### src/rtl/mux_registrado.sv
`timescale 1ns/1ps
// mux_registrado
//   N-input multiplexer with a registered output stage and valid/ready
//   handshakes. It sits between several producers and one consumer and can
//   move one word per cycle. A channel is chosen either by `chave` (fixed
//   mode) or by round-robin arbitration.
//
// Configuration macro: MUX_RR_EN
//   Defined   : round-robin arbiter, pointer register and the `modo` port exist.
//   Undefined : fixed selection only; no `modo` port and no pointer register.
//
// Parameters
//   LARGURA : data width per channel (>= 1)
//   CANAIS  : number of input channels (>= 2)
//   SEL_W   : width of chave/canal_saida, always $clog2(CANAIS)
//
// Ports
//   clock        : rising-edge clock
//   reset_n      : asynchronous active-low reset
//   entradas     : packed channel data, channel i = entradas[i*LARGURA +: LARGURA]
//   validos      : per-channel valid
//   prontos      : per-channel ready, one-hot or zero
//   chave        : channel select used in fixed mode
//   modo         : 0 = fixed, 1 = round-robin (MUX_RR_EN only)
//   saida        : registered output data
//   saida_valida : output valid; this is also the state of the output FSM
//                  (0 = VAZIO, 1 = CHEIO)
//   saida_pronta : consumer ready
//   canal_saida  : index of the channel that produced saida
//
// Handshake rule, for both sides: a word moves on a rising edge where valid
// and ready are both 1. A producer is offered ready only when it holds the
// grant and the output register can take a word on this edge.
module mux_registrado #(
  parameter  int LARGURA = 16,
  parameter  int CANAIS  = 4,
  localparam int SEL_W   = $clog2(CANAIS)
) (
  input  logic                      clock,
  input  logic                      reset_n,
  input  logic [CANAIS*LARGURA-1:0] entradas,
  input  logic [CANAIS-1:0]         validos,
  output logic [CANAIS-1:0]         prontos,
  input  logic [SEL_W-1:0]          chave,
`ifdef MUX_RR_EN
  input  logic                      modo,
`endif
  output logic [LARGURA-1:0]        saida,
  output logic                      saida_valida,
  input  logic                      saida_pronta,
  output logic [SEL_W-1:0]          canal_saida
);

  typedef enum logic {
    VAZIO = 1'b0,
    CHEIO = 1'b1
  } estado_t;

  estado_t            estado_q;
  logic [LARGURA-1:0] saida_q;
  logic [LARGURA-1:0] saida_d;
  logic [SEL_W-1:0]   canal_q;
  logic [SEL_W-1:0]   canal_d;

  logic               carga;
  logic               xfer;
  logic               tem_g;
  logic [SEL_W-1:0]   g;
  logic               fix_tem;
  logic [SEL_W-1:0]   fix_g;

  // The register can accept a word when empty, or when the consumer drains
  // the current word on this same edge (no bubble between words).
  assign carga = (estado_q == VAZIO) | saida_pronta;
  assign xfer  = tem_g & carga;

  // Fixed selection. Comparing against every legal index means a chave
  // value at or above CANAIS simply matches nothing and gives no grant.
  always_comb begin
    fix_tem = 1'b0;
    fix_g   = '0;
    for (int i = 0; i < CANAIS; i++) begin
      if (validos[i] && (int'(chave) == i)) begin
        fix_tem = 1'b1;
        fix_g   = SEL_W'(i);
      end
    end
  end

`ifdef MUX_RR_EN
  logic [SEL_W-1:0] ptr_q;
  logic [SEL_W-1:0] ptr_d;
  logic             rr_tem;
  logic [SEL_W-1:0] rr_g;

  // Round-robin: scan starting one past the last granted channel, wrapping
  // modulo CANAIS; the first valid channel found wins.
  always_comb begin
    rr_tem = 1'b0;
    rr_g   = '0;
    for (int k = 1; k <= CANAIS; k++) begin
      for (int i = 0; i < CANAIS; i++) begin
        if (!rr_tem && validos[i] && (i == ((int'(ptr_q) + k) % CANAIS))) begin
          rr_tem = 1'b1;
          rr_g   = SEL_W'(i);
        end
      end
    end
  end

  always_comb begin
    tem_g = fix_tem;
    g     = fix_g;
    if (modo) begin
      tem_g = rr_tem;
      g     = rr_g;
    end
  end

  // The pointer moves only when a word is actually taken from a channel.
  assign ptr_d = xfer ? g : ptr_q;

  always_ff @(posedge clock or negedge reset_n) begin
    if (!reset_n) begin
      ptr_q <= SEL_W'(CANAIS - 1);
    end else begin
      ptr_q <= ptr_d;
    end
  end
`else
  assign tem_g = fix_tem;
  assign g     = fix_g;
`endif

  // Data of the granted channel.
  always_comb begin
    saida_d = '0;
    for (int i = 0; i < CANAIS; i++) begin
      if (g == SEL_W'(i)) begin
        saida_d = entradas[i*LARGURA +: LARGURA];
      end
    end
    canal_d = g;
  end

  // Ready goes only to the granted channel. It is held low during reset so
  // no producer sees a transfer that the register would discard.
  always_comb begin
    prontos = '0;
    for (int i = 0; i < CANAIS; i++) begin
      prontos[i] = reset_n & xfer & (g == SEL_W'(i));
    end
  end

  // Output register FSM.
  always_ff @(posedge clock or negedge reset_n) begin
    if (!reset_n) begin
      estado_q <= VAZIO;
      saida_q  <= '0;
      canal_q  <= '0;
    end else begin
      case (estado_q)
        VAZIO: begin
          if (xfer) begin
            saida_q  <= saida_d;
            canal_q  <= canal_d;
            estado_q <= CHEIO;
          end
        end
        CHEIO: begin
          if (xfer) begin
            // Drain and reload on the same edge.
            saida_q  <= saida_d;
            canal_q  <= canal_d;
            estado_q <= CHEIO;
          end else if (saida_pronta) begin
            // Drained with nothing to replace it: data and channel hold.
            estado_q <= VAZIO;
          end
        end
      endcase
    end
  end

  assign saida        = saida_q;
  assign saida_valida = (estado_q == CHEIO);
  assign canal_saida  = canal_q;

endmodule
### config.mk
export PLATFORM = sky130hd
export DESIGN_NAME = mux_registrado
export DESIGN_NICKNAME = d
export VERILOG_FILES = /design/src/rtl/mux_registrado.sv
export SDC_FILE = /design/constraint.sdc
export NUM_CORES = 1
export LEC_CHECK = 0
export CAP_MARGIN = 20
export CORE_UTILIZATION = 35
export CTS_BUF_LIST = sky130_fd_sc_hd__clkbuf_2
export CTS_CLUSTER_DIAMETER = 50
export CTS_CLUSTER_SIZE = 14
export DETAILED_ROUTE_END_ITERATION = 7
export GPL_TIMING_DRIVEN = 0
export PLACE_DENSITY = 0.74
export SYNTH_ARGS = -nofsm -noshare
export SYNTH_HDL_FRONTEND = slang
export SYNTH_SLANG_ARGS = --single-unit
### constraint.sdc
create_clock -name clock -period 4.5 [get_ports clock]
set_clock_uncertainty 0.1 [all_clocks]
set_input_delay 0.45 -clock clock [delete_from_list [all_inputs] [get_ports clock]]
set_output_delay 0.45 -clock clock [all_outputs]
set_load 0.01 [all_outputs]
# Word-level counts from Yosys, hierarchy flattened
# Cells that the tools add are included.
dict set report totals {
  latch_bits 0
  romBits 0
  word_cells 40
  output_inout_bits 23
  ff_bits 19
  n_memories 0
  ram_bits 0
  in_bits 73
}
dict set report classes {
  multipliers 0
  n_lt_le_gt_ge 0
  muxes 17
  n_eq_ne 6
  bitwise_logic 8
  reduce_logical 6
  n_shift 0
  n_div 0
  n_addsub 0
}
# operator count
set ops {}
lappend ops {{$mux W16} 5}
lappend ops {{$eq A2 B2 Y1 const B} 4}
lappend ops {{$mux W1} 8}
lappend ops {{$and A1 B1 Y1} 6}
lappend ops {{$mux W2} 3}
lappend ops {{$eq A2 B1 Y1 const B} 2}
lappend ops {{$logic_and A1 B1 Y1} 4}
lappend ops {{$logic_not A2 Y1} 2}
lappend ops {{$pmux W1 S2} 1}
lappend ops {{$not A1 Y1} 1}
lappend ops {{$or A1 B1 Y1} 1}

# Depth between registers and ports, before layout
# Gate-level depths: netlist (run 1).
dict set report depth {
  ltp_word 11
  mapped_depth 9
  ltp_nobuf 4
}

# Worst setup path before layout (run 1)
# No wires, ideal clock.
dict set report synth_path {
  path_kind {input-to-output}
  startpoint {input port chave[0]}
  endpoint {output port prontos[3]}
  path_buffers 4
  setup_slack_ns 2.373
  cell_stages 8
  arrival_time_ns 1.577
  cell_sequence {buf_6 -> nor2b_2 -> buf_6 -> o211a_1 -> buf_6 -> or2_1 -> buf_6 -> and3_1}
}
dict set report synth_between {
  elab_chain_len 9
}
# item line_no
set synth_rtl {}
lappend synth_rtl {{start, declared} 44} ;# input logic [SEL_W-1:0] chave,
lappend synth_rtl {{$logic_not A2 Y1} 83} ;# if (validos[i] && (int'(chave) == i)) begin
lappend synth_rtl {{$logic_and A1 B1 Y1} 83}
lappend synth_rtl {{$mux W1 (4 in series)} 83}
lappend synth_rtl {{$and A1 B1 Y1} 75} ;# assign xfer = tem_g & carga;
lappend synth_rtl {{$and A1 B1 Y1} 151} ;# prontos[i] = reset_n & xfer & (g == SEL_W'(i));
lappend synth_rtl {{$and A1 B1 Y1 *} 151}
lappend synth_rtl {{end, declared} 43} ;# output logic [CANAIS-1:0] prontos,
# Mark *: on every way between the ends. The rest lies on a longest branch, timed or not.

# Worst setup path in the final report (run 1)
dict set report layout_path {
  startpoint {input port saida_pronta}
  endpoint {output port prontos[0]}
}
dict set report layout_between {
  elab_chain_len 4
}
# item line_no
set layout_rtl {}
lappend layout_rtl {{start, declared} 50} ;# input logic saida_pronta,
lappend layout_rtl {{$or A1 B1 Y1} 74} ;# assign carga = (estado_q == VAZIO) | saida_pronta;
lappend layout_rtl {{$and A1 B1 Y1} 75}
lappend layout_rtl {{$and A1 B1 Y1 (2 in series)} 151}
# No other way between the ends.

==> summary.md, run 1 <==
| Metric | Value |
|---|---|
| Classification of the worst-slack hold path | in -> async |
| Most used DFF post-synth | dfrtp_1 |
| Die area | 4523 um^2 |
| Resized Gates After CTS | 0 |
| Starting Density | 36.73% |
| Setup_tns | 0 ns |
| First-pass GRT wire length | 8024 um |
| Hold_buf cts | 0 |
| Synthesized flop and latch total | 19 |
| Leak | 0.9605 nW |
| Period utilisation layout | 71.99% |
| Clk sink count | 19 |
| Ant diodes | 0 |
| Final setup vio count | 0 |
| Share of post-route cells with drive strength above 1 | 10.82% |
| FFs w/ async S/R, synth | 100.0% |
| Dpl ws | 1.280 ns |
| Synth Cell Area | 1490 um^2 |
| Vias per cell | 5.497 |
| Max-cap violation count | 0 |
| Drt wl/cell | 16.42 um |
| Syn_nets | 243 |
| CP max FO | 10 |
| Register area | 475.5 um^2 |
| Outcome | finished clean |
| Total gr overflow | 0 |
| Relative slew slack | 66.30% |
| Sequential fraction of the synthesis area | 31.91% |
| Critical Path RT | 3.95 ns |
| Final min period | 3.239 ns |
| Pin count of the biggest net entering global routing | 24 |
| Final GP Congestion | 0.8227 |
| Dpl cells | 313 |
| Max Slew Vio Count | 0 |
| VDD IR max | 0.1049 mV |
| Yosys cell types | 31 |
| Ys Warns | 0 |
| Tot GR Track Use | 23.68% |
| Routed vias | 1748 |
| Number of synthesized flops with an enable pin | 0 |
| FP Rows | 23 |
| Hpwl dp | 4006 um |
| Power Dens Cells | 247.9 nW/um^2 |
| Layout Cells excl Fill | 318 |
| Post CTS Setup Buffer Count | 0 |
| Post-route ant nets | 0 |
| Worst-path clk slew | 0.21 ns |
| Count of final hold-check violations | 0 |
| Initial antenna violation count | 0 |
| CTS tree | yes |
| Multi-input gate area | 879.6 um^2 |
| Die W | 67.25 um |
| Crit path DAT | 2.69 ns |
| Fillers | 370 |
| Final WL | 5222 um |
| CP Class | in -> out |
| RSZ-0062 raised after global routing | no |
| Final WS setup | 1.261 ns |
| H-tree levels | 1 |
| Area grow syn2layout | 69.86% |
| Clk_lat worst skew | 0.34 ns |
| Chip Height | 67.25 um |
| Root buf cell | clkbuf_2 |
| CTS Buf Count | 3 |
| Worst-margin pin slew | 0.5055 ns |
| Post-Syn Instances | 170 |
| Setup crit end kind | output port |
| Worst-case clock buffer depth | 2 |
| 1st-pass router iterations | 4 |
| Residual DRC | 0 |
| Port Buffer Count | 93 |
| Ports | 96 |
| Setup crit start kind | primary input |
| Core ar. | 4058 um^2 |
| Fin nets | 342 |
| Vias in the first global route | 1568 |
| Synthesized area per cell | 8.766 um^2 |
| DRT iter0 DRCs | 171 |
| Fmax achieved | 308.7 MHz |
==> synth_stat cells, types with 2 or more instances <==
master | count | area share [%]
a22oi_1 | 16 | 8.1
mux2_2 | 3 | 2.3
a31oi_1 | 4 | 1.7
buf_6 | 4 | 3.0
nand2_1 | 17 | 4.3
o21ai_0 | 29 | 9.7
and3_1 | 3 | 1.3
buf_2 | 5 | 1.7
clkbuf_1 | 10 | 2.5
dfrtp_1 | 19 | 32
a31oi_2 | 9 | 7.6
a221o_1 | 2 | 1.3
a22o_1 | 14 | 8.2
nand2b_1 | 2 | 0.84
inv_1 | 2 | 0.50
and3b_1 | 2 | 1.2
nor3_1 | 14 | 4.7
nor2b_1 | 2 | 0.84
==> area by class of cell <==
| cell class | instances | area share (%) |
|---|---|---|
| timing repair buffer | 94 | 37.86 |
| multi-input combinational | 129 | 34.75 |
| sequential | 19 | 18.78 |
| buffer | 20 | 5.042 |
| tap | 50 | 2.472 |
| clock buffer | 4 | 0.7909 |
| inverter | 2 | 0.2966 |
==> flip-flops by register name, indices dropped and copies added, names as in the netlist <==
signal        cells
saida            16
saida_valida      1
canal_saida       2
==> final timing paths <==
kind / start / to / slack (ns) / cells after the start
min reg2reg: canal_saida[0] / canal_saida[0] / 0.44 / 1
max in group asynchronous: reset_n / saida[12] / 3.71 / 2
max reg2reg: saida_valida / saida[10] / 2.62 / 6
min: reset_n / saida[0] / 0.19 / 1
max: saida_pronta / prontos[0] / 1.26 / 7
min in group clock: chave[0] / canal_saida[0] / 0.28 / 2
==> kinds of logic (layout without fill, tap and decap cells) <==
group,count (synthesis),after routing,synth area share [%]
compound gates,78,78,39.88
simple gates,47,47,16.21
buf+inv,22,120,9.068
flops,19,19,31.91
mux,4,4,2.939
==> worst max-delay path, stage by stage <==
cell	delay, ns
clkdlybuf4s50_1	0.46
nand2b_1	0.22
nor3b_1	0.31
buf_2	0.28
buf_2	0.25
and3b_1	0.18
clkdlybuf4s50_1	0.53
==> cells in the final DEF (no fill, tap or decap), types with 2 or more instances in the layout <==
cell,count
and3b_1,2
buf_6,4
inv_1,2
clkdlybuf4s50_1,93
clkbuf_2,4
nand2_1,17
a221o_1,2
clkbuf_1,10
a22o_1,14
o21ai_0,29
and3_1,3
nand2b_1,2
a22oi_1,16
nor3_1,14
buf_2,5
dfrtp_1,19
nor2b_1,2
a31oi_2,9
mux2_2,3
a31oi_1,4
==> stage by stage <==
step	cell area (um^2)	utilization [%]	hold WS (ns)	power [W]
floorplan	1490	-	0.05441	0.0003739
global placement	2484	61.21	0.3830	0.0005418
detailed placement	2484	61.21	0.3982	0.0005478
CTS	2504	61.70	0.2865	0.0006257
global route	2531	62.38	0.1678	0.0006677
finish	2531	62.38	0.1864	0.0006276
==> power by group <==
part           leakage [nW]  total (W)  switching, W  internal (W)
clock                0.0166  0.0000810     0.0000575     0.0000235
sequential            0.212   0.000230     0.0000213      0.000209
combinational         0.731   0.000316      0.000124      0.000192
==> routing by layer <==
layer | wire length [um] | up-vias | GRT usage, % | part of all wire (%)
met3 | 259 | 13 | 2.027 | 5.0
met1 | 2313 | 831 | 33.67 | 44
met5 | 0 | - | 0 | 0
met4 | 153 | 0 | 10.11 | 2.9
li1 | - | 845 | - | -
met2 | 2495 | 59 | 36.25 | 48
Power figures use the tool's default switching activity.
==> run 2, diff against run 1 <==
==> constraint.sdc (replaced) <==
create_clock -name clock -period 3.1 [get_ports clock]
set_clock_uncertainty 0.1 [all_clocks]
set_input_delay 0.31 -clock clock [delete_from_list [all_inputs] [get_ports clock]]
set_output_delay 0.31 -clock clock [all_outputs]
set_load 0.01 [all_outputs]
==> results of run 2 <==
The final DEF is identical to that of run 1. Status: finished clean.
Among the figures that moved: setup slack after placement 1.280 ns -> 0.1602 ns; setup slack after layout 1.261 ns -> 0.1405 ns; hold slack 0.1864 ns -> 0.04635 ns; register-to-register setup slack 2.62 ns -> 1.22 ns; total power 0.0006276 W -> 0.0009110 W; worst IR drop on VDD 0.1049 mV -> 0.1523 mV
